## config.mk

```make
export PLATFORM = sky130hd
export DESIGN_NAME = uart_tx_arbiter
export DESIGN_NICKNAME = d
export VERILOG_FILES = /design/src/rtl/uart_arb_pkg.sv /design/src/rtl/uart_rr_pick.sv /design/src/rtl/uart_tx_arbiter.sv
export SDC_FILE = /design/constraint.sdc
export NUM_CORES = 1
export LEC_CHECK = 0
export CORE_MARGIN = 8
export CORE_UTILIZATION = 41
export CTS_CLUSTER_SIZE = 14
export DETAILED_ROUTE_END_ITERATION = 8
export PLACE_DENSITY_LB_ADDON = 0.12
export SLEW_MARGIN = 0
export SYNTH_ARGS = -nofsm -noshare
export SYNTH_HDL_FRONTEND = slang
export SYNTH_HIERARCHICAL = 1
export SYNTH_SLANG_ARGS = --single-unit
```

## constraint.sdc

```tcl
create_clock -name clk -period 2.2 [get_ports clk]
set_clock_uncertainty 0.1 [all_clocks]
set_input_delay 0.55 -clock clk [delete_from_list [all_inputs] [get_ports clk]]
set_output_delay 0.55 -clock clk [all_outputs]
set_load 0.01 [all_outputs]
```

## src/rtl/uart_arb_pkg.sv

```systemverilog
// Shared types and constants for the line-granular UART transmit arbiter.
// Optional newline injection is enabled with UART_ARB_FORCE_NL_EN.
package uart_arb_pkg;

    typedef enum logic [1:0] {
        IDLE   = 2'd0,
        LOCK   = 2'd1,
        INJECT = 2'd2
    } uart_arb_state_t;

    localparam logic [7:0] UART_NL = 8'h0a;

endpackage

```

## src/rtl/uart_rr_pick.sv

```systemverilog
// Rotating priority encoder: returns the first set request searching upward
// from last_i+1 (mod N), so the previous winner has the lowest priority.
module uart_rr_pick #(
    parameter int N  = 4,
    parameter int IW = $clog2(N)
) (
    input  logic [N-1:0]  req_i,
    input  logic [IW-1:0] last_i,
    output logic          found_o,
    output logic [IW-1:0] idx_o
);

    function automatic logic [IW-1:0] wrap(input logic [IW-1:0] base, input int off);
        int s;
        s = (int'(base) + off) % N;
        return IW'(s);
    endfunction

    logic [IW-1:0] cand_idx [N];
    logic [N-1:0]  rot;

    // rot[gi] is the request that sits gi+1 places after the last winner
    for (genvar gi = 0; gi < N; gi++) begin : g_rot
        assign cand_idx[gi] = wrap(last_i, gi + 1);
        assign rot[gi]      = req_i[cand_idx[gi]];
    end

    always_comb begin
        found_o = |rot;
        idx_o   = '0;
        for (int k = N - 1; k >= 0; k--) begin
            if (rot[k]) begin
                idx_o = cand_idx[k];
            end
        end
    end

endmodule

```

## src/rtl/uart_tx_arbiter.sv

```systemverilog
// Shares one UART transmit byte stream among NUM_REQ requesters, one whole line
// per grant. Define UART_ARB_FORCE_NL_EN to terminate cut-off lines with a newline.
module uart_tx_arbiter
    import uart_arb_pkg::*;
#(
    parameter int NUM_REQ      = 4,
    parameter int MAX_LINE     = 132,
    parameter int IDLE_TIMEOUT = 1024
) (
    input  logic                       clk,
    input  logic                       reset,
    input  logic [NUM_REQ-1:0]         req_valid,
    input  logic [NUM_REQ*8-1:0]       req_data,
    output logic [NUM_REQ-1:0]         req_ready,
    output logic                       tx_valid,
    output logic [7:0]                 tx_data,
    input  logic                       tx_ready,
    output logic                       grant_active,
    output logic [$clog2(NUM_REQ)-1:0] grant_id,
    output logic                       trunc_evt
);

    localparam int IDW = $clog2(NUM_REQ);
    localparam int BCW = $clog2(MAX_LINE + 1);
    localparam int ICW = $clog2(IDLE_TIMEOUT + 1);
    localparam logic [BCW-1:0] BYTE_LAST = BCW'(MAX_LINE - 1);
    localparam logic [ICW-1:0] IDLE_LAST = ICW'(IDLE_TIMEOUT - 1);

    uart_arb_state_t state_q, state_d;
    logic [IDW-1:0]  grant_id_q, grant_id_d;
    logic [IDW-1:0]  last_grant_q, last_grant_d;
    logic [BCW-1:0]  byte_cnt_q, byte_cnt_d;
    logic [ICW-1:0]  idle_cnt_q, idle_cnt_d;
    logic            trunc_q, trunc_d;

    logic            sel_valid;
    logic [7:0]      sel_data;
    logic            xfer;
    logic            force_rel;
    logic            pick_found;
    logic [IDW-1:0]  pick_idx;

    assign sel_valid = req_valid[grant_id_q];
    assign sel_data  = req_data[grant_id_q*8 +: 8];
    assign xfer      = sel_valid && tx_ready;

    uart_rr_pick #(
        .N  (NUM_REQ),
        .IW (IDW)
    ) u_pick (
        .req_i   (req_valid),
        .last_i  (last_grant_q),
        .found_o (pick_found),
        .idx_o   (pick_idx)
    );

    always_ff @(posedge clk) begin
        if (reset) begin
            state_q      <= IDLE;
            grant_id_q   <= '0;
            last_grant_q <= IDW'(NUM_REQ - 1);
            byte_cnt_q   <= '0;
            idle_cnt_q   <= '0;
            trunc_q      <= 1'b0;
        end else begin
            state_q      <= state_d;
            grant_id_q   <= grant_id_d;
            last_grant_q <= last_grant_d;
            byte_cnt_q   <= byte_cnt_d;
            idle_cnt_q   <= idle_cnt_d;
            trunc_q      <= trunc_d;
        end
    end

    always_comb begin
        state_d      = state_q;
        grant_id_d   = grant_id_q;
        last_grant_d = last_grant_q;
        byte_cnt_d   = byte_cnt_q;
        idle_cnt_d   = idle_cnt_q;
        trunc_d      = 1'b0;
        force_rel    = 1'b0;
        case (state_q)
            IDLE: begin
                byte_cnt_d = '0;
                idle_cnt_d = '0;
                if (pick_found) begin
                    grant_id_d = pick_idx;
                    state_d    = LOCK;
                end
            end
            LOCK: begin
                // newline beats length; any accepted byte cancels a timeout
                if (xfer) begin
                    byte_cnt_d = byte_cnt_q + BCW'(1);
                    idle_cnt_d = '0;
                    if (sel_data == UART_NL) begin
                        last_grant_d = grant_id_q;
                        state_d      = IDLE;
                    end else if (byte_cnt_q == BYTE_LAST) begin
                        force_rel = 1'b1;
                    end
                end else if (!sel_valid) begin
                    if (idle_cnt_q == IDLE_LAST) begin
                        force_rel = 1'b1;
                    end else begin
                        idle_cnt_d = idle_cnt_q + ICW'(1);
                    end
                end
                if (force_rel) begin
                    last_grant_d = grant_id_q;
`ifdef UART_ARB_FORCE_NL_EN
                    state_d = INJECT;
`else
                    state_d = IDLE;
                    trunc_d = 1'b1;
`endif
                end
            end
`ifdef UART_ARB_FORCE_NL_EN
            INJECT: begin
                if (tx_ready) begin
                    state_d = IDLE;
                    trunc_d = 1'b1;
                end
            end
`endif
            default: state_d = IDLE;
        endcase
    end

    always_comb begin
        req_ready    = '0;
        tx_valid     = 1'b0;
        tx_data      = 8'h00;
        grant_active = 1'b0;
        case (state_q)
            LOCK: begin
                tx_valid             = sel_valid;
                tx_data              = sel_data;
                req_ready[grant_id_q] = tx_ready;
                grant_active         = 1'b1;
            end
`ifdef UART_ARB_FORCE_NL_EN
            INJECT: begin
                tx_valid     = 1'b1;
                tx_data      = UART_NL;
                grant_active = 1'b1;
            end
`endif
            default: ;
        endcase
    end

    assign grant_id  = grant_id_q;
    assign trunc_evt = trunc_q;

endmodule

```

==> results of run 1 <==
==> layer usage <==
metal  up-vias  global-route usage
met1       776              0.1649
met4         0             0.02037
met2        19              0.3223
met3         4             0.03645
li1        790                   -
met5         -                   0
==> final timing paths <==
check,startpoint,end,slack [ns]
max,grant_id[0],tx_data[0],-0.09
min,idle_cnt_q[10],idle_cnt_q[10],0.36
max reg2reg,grant_id[0],state_q[0],-0.06
min reg2reg,idle_cnt_q[10],idle_cnt_q[10],0.36
==> power groups by stage <==
| stage | Combinational (uW) | Clock, uW | Sequential, uW |
|---|---|---|---|
| after global placement | 256 | 0 | 482 |
| after CTS | 269 | 280 | 469 |
| after floorplan | 116 | 0 | 473 |
| after global routing | 310 | 297 | 472 |
| final | 291 | 275 | 470 |
| after detailed placement | 262 | 0 | 483 |
==> per-stage QoR <==
stage	worst slack, ns	utilization	TNS (ns)	total power (uW)
2_1_floorplan	0.01347	-	0	588.9
3_3_place_gp	-0.5985	0.6279	-13.02	738.6
3_5_place_dp	-0.6112	0.6279	-14.14	745.0
4_1_cts	-0.1113	0.6594	-0.8975	1018
5_1_grt	-0.1679	0.6856	-1.458	1079
6_report	-0.08953	0.6856	-0.6918	1036
==> timing repair <==
item	4_1_cts	5_1_grt
setup buffers	8	2
setup endpoints to repair	31	25
gates resized for setup	123	20
pin swaps	7	14
==> state kept, by name, summed over array words and instances, names as in the netlist <==
register      count
byte_cnt_q        8
state_q           1
trunc_evt         1
idle_cnt_q       11
last_grant_q      2
grant_id          2
==> critical path, cell delays in order, from the launching register on <==
cell     delay [ns]
dfxtp_4        0.42
buf_6          0.12
mux4_2         0.53
and2_4         0.18
buf_6          0.11
==> final cells by class <==
type                       instances  area, sq um  share of cell area
sequential                        25        506.7              0.2004
multi-input combinational        137         1101              0.4354
inverter                           4        15.01            0.005938
tap                               48        60.06             0.02375
clock buffer                       3        41.29             0.01633
clock inverter                     1        7.507            0.002969
timing repair buffer              89        797.0              0.3152
==> kinds of logic after synthesis <==
group	Yosys count
buffers and inverters	14
AND/OR/NAND/NOR	86
XOR/XNOR	12
adder cells (fa/ha/maj)	2
flip-flops	25
AO/OA/AOI/OAI	22
multiplexers	15
==> Yosys cell counts, drive strengths merged <==
cell	number	area (sq um)
nor2	28	105.1
dfxtp	25	500.5
nand2	14	52.55
and2	10	62.56
a21oi	9	48.80
mux4	9	206.5
nor3	7	40.04
clkbuf	6	22.52
mux2i	6	60.06
nand2b	6	37.54
nand3	6	30.03
xnor2	6	52.55
xor2	6	52.55
and3	4	25.02
buf	4	40.03
inv	4	15.01
nand4	4	25.02
o21ai	3	15.01
a211o	2	17.52
ha	2	25.02
nor4b	2	30.03
a2111oi	1	15.01
a211oi	1	7.510
a221oi	1	15.01
a31oi	1	6.260
a41o	1	10.01
and2b	1	7.510
and3b	1	8.760
and4	1	8.760
nor2b	1	6.260
o221ai	1	15.01
o22a	1	8.760
o31ai	1	7.510
or3	1	6.260
==> results.py, run 1 <==
metrics = {
    "worst_setup_path": {
        "crit_path_max_fanout": 7,
        "reg2reg_depth": 9,
        "worst_ep_required_time_ns": 1.55,
        "cp-end-kind": "output port",
        "cp.arrival_ns": 1.64,
        "worstSetupStartpointType": "register",
        "critPathKind": "register to output port",
    },
    "sta": {
        "hold_viol_final": 0,
        "drv_slew": 0,
        "relSlewSlack": 0.7238,
        "fmax_ghz": 0.4368,
        "period_share": 1.041,
        "min_period_ns": 2.290,
        "finalSetupViolations": 11,
        "holdWs_ns": 0.3605,
        "tightest_slew_ns": 0.4131,
        "rsz0062_at_grt": "yes",
        "setup_slack_ns": -0.08953,
    },
    "global_route": {
        "antenna_found_initial": 0,
        "grt_pass1_vias": 1702,
        "grt_max_degree": 16,
        "grt_pass1_wl_microns": 8052,
        "grt_usage": 0.1600,
        "gr-total-overflow": 0,
    },
    "synth": {
        "synth_cell_types": 41,
        "syn_nets": 217,
        "yosysSeqAreaShare": 0.3155,
        "synth-xor-area-share": 0.06625,
        "synth-adder-area-share": 0.01577,
        "synth_compound_area_frac": 0.1049,
        "synth-seq-cells": 25,
        "synthMuxAreaShare": 0.1680,
        "post_synth_and_or_nand_nor_area_fraction": 0.2808,
        "syn_area_sq_mm": 0.001587,
        "synth_top_family_by_area": "simple AND/OR/NAND/NOR gates",
        "yosys_warnings": 6,
        "syn_avg_cell_area_sq_um": 9.014,
        "synth_cells": 176,
    },
    "floorplanning": {
        "core_sq_mm": 0.003689,
        "chipHeight_microns": 78.21,
        "chipWidth_microns": 78.21,
        "initial_core_util": 0.4301,
        "dieArea_sq_mm": 0.006116,
        "row_count": 22,
        "pin_count": 56,
    },
    "job": {
        "maxCapViolCount": 0,
    },
    "clock_network": {
        "worst_skew_pair.late_latency_ns": 0.27,
        "htree_levels": 1,
        "cts_sinks": 25,
        "cts_tree": "built",
        "cts_root_buf": "clkbuf_8",
        "cts_buffers": 3,
        "path_clk_slew_ns": 0.09,
        "clock_path_buffers": 2,
        "cts_hold_buf": 0,
    },
    "placement": {
        "dp_hpwl_microns": 3675,
        "placed_area_sq_mm": 0.002316,
        "gp_congestion": 0.7713,
        "io_buffer_count": 55,
        "placed_cells": 293,
    },
    "drt": {
        "wl_met3_microns": 132,
        "drc": 0,
        "wl_met1_microns": 1884,
        "drt_wl_total_microns": 4943,
        "drt-initial-drc-count": 68,
        "final_antenna_net_count": 0,
        "drt_first_pass_iters": 4,
        "wl_per_cell_microns": 16.10,
        "num_vias": 1589,
        "wl_met2_microns": 2895,
        "viasPerCell": 5.176,
        "maxUsedRoutingLayer": "met4",
    },
    "power": {
        "p_per_area_mw_per_mm2": 409.8,
        "p_seq_frac": 0.453,
        "intPower_uw": 761.3,
        "p_clk_frac": 0.265,
        "leakagePower_uw": 0.001031,
        "switching_share": 0.2653,
        "ir_drop_mv": 0.4453,
        "combPwrFrac": 0.281,
        "power.switching_uw": 274.9,
    },
    "cells_and_area": {
        "final_common_cell": "nor2_1",
        "antennaDiodeCount": 0,
        "syn_to_final_growth_pct": 59.39,
        "layout_common_cells": "27 x nor2_1, 23 x buf_4, 22 x dfxtp_1",
        "layout-drive-gt1-share": 0.3243,
        "fin_nets": 301,
        "fin_area_sq_mm": 0.002529,
        "fin_cells": 307,
        "nFillCells": 311,
    },
    "worst_hold_path": {
        "worstHoldPathType": "register to register",
        "worstHoldPathCells": 2,
    },
    "status": {
        "violations": "negative setup slack",
        "status": "complete, but fails checks",
    },
}
(Power assumes the default switching activity.)
==> run 2: changes to the inputs <==
Settings changed: CORE_UTILIZATION 41 to 39, HOLD_SLACK_MARGIN set to 0.12.
==> run 2 against run 1 <==
The flow still finishes with violations (negative setup slack); combinational power is 3% higher; largest cell class unchanged; clock power hardly changed; flip-flop and latch count stayed put; utilization is 4.6 points lower; global-route usage is 0.40 points lower; maximum frequency hardly changed; die area is 4.1% higher.
==> results.py, run 2 (same netlist as run 1, synthesis figures left out) <==
metrics = {
    "floorplanning": {
        "row_count": 23,
        "chipWidth_microns": 79.78,
        "initial_core_util": 0.3995,
        "chipHeight_microns": 79.78,
        "core_sq_mm": 0.003971,
        "dieArea_sq_mm": 0.006365,
        "pin_count": 56,
    },
    "power": {
        "p_clk_frac": 0.264,
        "p_seq_frac": 0.448,
        "leakagePower_uw": 0.001067,
        "total_power_uw": 1043,
        "p_per_area_mw_per_mm2": 410.8,
        "power.switching_uw": 277.5,
        "intPower_uw": 765.3,
        "switching_share": 0.2661,
        "ir_drop_mv": 0.2419,
        "combPwrFrac": 0.288,
    },
    "worst_setup_path": {
        "critPathKind": "register to register",
        "reg2reg_depth": 8,
        "cp-end-kind": "register",
        "rrSetupSlack_ns": -0.09,
        "crit_path_max_fanout": 5,
        "cp.arrival_ns": 2.39,
        "reg2reg_to": "last_grant_q[0]",
        "timing.rr.start": "grant_id[0]",
        "worstSetupStartpointType": "register",
        "worst_ep_required_time_ns": 2.30,
    },
    "sta": {
        "setup_slack_ns": -0.09042,
        "hold_viol_final": 0,
        "drv_slew": 0,
        "relSlewSlack": 0.7827,
        "tightest_slew_ns": 0.3250,
        "rsz0062_at_grt": "yes",
        "fmax_ghz": 0.4366,
        "period_share": 1.041,
        "min_period_ns": 2.290,
        "finalSetupViolations": 13,
    },
    "worst_hold_path": {
        "worstHoldStart": "byte_cnt_q[1]",
        "worstHoldPathCells": 2,
        "whs_endpoint": "byte_cnt_q[1]",
        "worstHoldPathType": "register to register",
    },
    "job": {
        "maxCapViolCount": 0,
    },
    "cells_and_area": {
        "fin_area_sq_mm": 0.002539,
        "syn_to_final_growth_pct": 60.02,
        "largestRegisters": "idle_cnt_q x11, byte_cnt_q x8",
        "fin_nets": 304,
        "layout_common_cells": "33 x dlygate4sd2_1, 28 x nor2_1, 28 x buf_4",
        "regMostFlops": "idle_cnt_q",
        "largest_register_ffs": 11,
        "final_common_cell": "dlygate4sd2_1",
        "layout-drive-gt1-share": 0.3359,
        "fin_cells": 313,
    },
    "global_route": {
        "gr-total-overflow": 0,
        "grt_pass1_wl_microns": 7845,
        "grt_max_degree": 14,
        "grt_pass1_vias": 1630,
        "antenna_found_initial": 1,
        "grt_usage": 0.1560,
    },
    "clock_network": {
        "cts_tree": "built",
        "cts_root_buf": "clkbuf_8",
        "cts_buffers": 3,
        "cts_hold_buf": 0,
        "htree_levels": 1,
        "worst_skew_pair.late_latency_ns": 0.27,
        "clock_path_buffers": 2,
        "path_clk_slew_ns": 0.09,
        "cts_sinks": 25,
    },
    "drt": {
        "viasPerCell": 5.243,
        "drt_first_pass_iters": 4,
        "final_antenna_net_count": 0,
        "num_vias": 1641,
        "drc": 0,
        "drt_wl_total_microns": 5146,
        "drt-initial-drc-count": 78,
        "wl_per_cell_microns": 16.44,
    },
    "status": {
        "violations": "negative setup slack",
        "status": "complete, but fails checks",
    },
    "placement": {
        "placed_cells": 299,
        "io_buffer_count": 55,
        "dp_hpwl_microns": 3793,
        "gp_congestion": 0.7790,
        "placed_area_sq_mm": 0.002349,
        "post-place-ws_ns": -0.5719,
    },
}
run 2: worst max-delay path by stage:
stage,cells after the start,startpoint,slack [ns],end
floorplan,6,grant_id[1],0.01,last_grant_q[0]
global route,8,grant_id[0],-0.20,last_grant_q[0]
global placement,5,req_valid[3],-0.55,tx_valid
detailed placement,8,req_data[14],-0.57,last_grant_q[0]
CTS,8,grant_id[0],-0.12,last_grant_q[0]
finish,8,grant_id[0],-0.09,last_grant_q[0]
run 2: final cells by class:
cell class                 instances  area, sq um
tap                               50        62.56
sequential                        25        509.2
inverter                           4        15.01
timing repair buffer              92        800.8
multi-input combinational        137         1104
clock buffer                       4        45.04
antenna                            1        2.502
fill                             343         1433
run 2: repair_timing:
action                                  4_1_cts  5_1_grt
cloned                                        0        0
buffers inserted                              5        4
endpoints found under the setup margin       26       21
resized for setup                           110       21
pin swaps                                    11        9
run 2: worst max-delay path, stage by stage, from the launching register on:
cell	delay, ns
dfxtp_4	0.38
buf_4	0.13
mux4_2	0.55
buf_6	0.15
buf_4	0.14
o22a_1	0.16
a221oi_2	0.25
buf_4	0.18
mux2i_1	0.18
run 2: power by group through the flow:
stage / sequential, uW / clock (uW) / combinational [uW]
2_1_floorplan: 473 / 0 / 116
3_3_place_gp: 482 / 0 / 266
3_5_place_dp: 483 / 0 / 272
4_1_cts: 467 / 278 / 275
5_1_grt: 469 / 304 / 319
6_report: 467 / 275 / 301
run 2: layer usage:
metal  vias up  routed length, microns  global-route usage
met4         0                     104             0.03818
li1        804                       -                   -
met3        13                     123             0.03266
met1       794                    1854              0.1537
met5         -                       0                   0
met2        30                    3063              0.3162
run 2: through the flow:
stage,util,setup TNS (ns),hold WS (ns)
floorplan,-,0,0.3185
global placement,0.5914,-11.96,0.3304
detailed placement,0.5914,-12.95,0.3548
CTS,0.6087,-0.6466,0.3724
global route,0.6393,-1.549,0.3942
finish,0.6393,-0.5310,0.3846
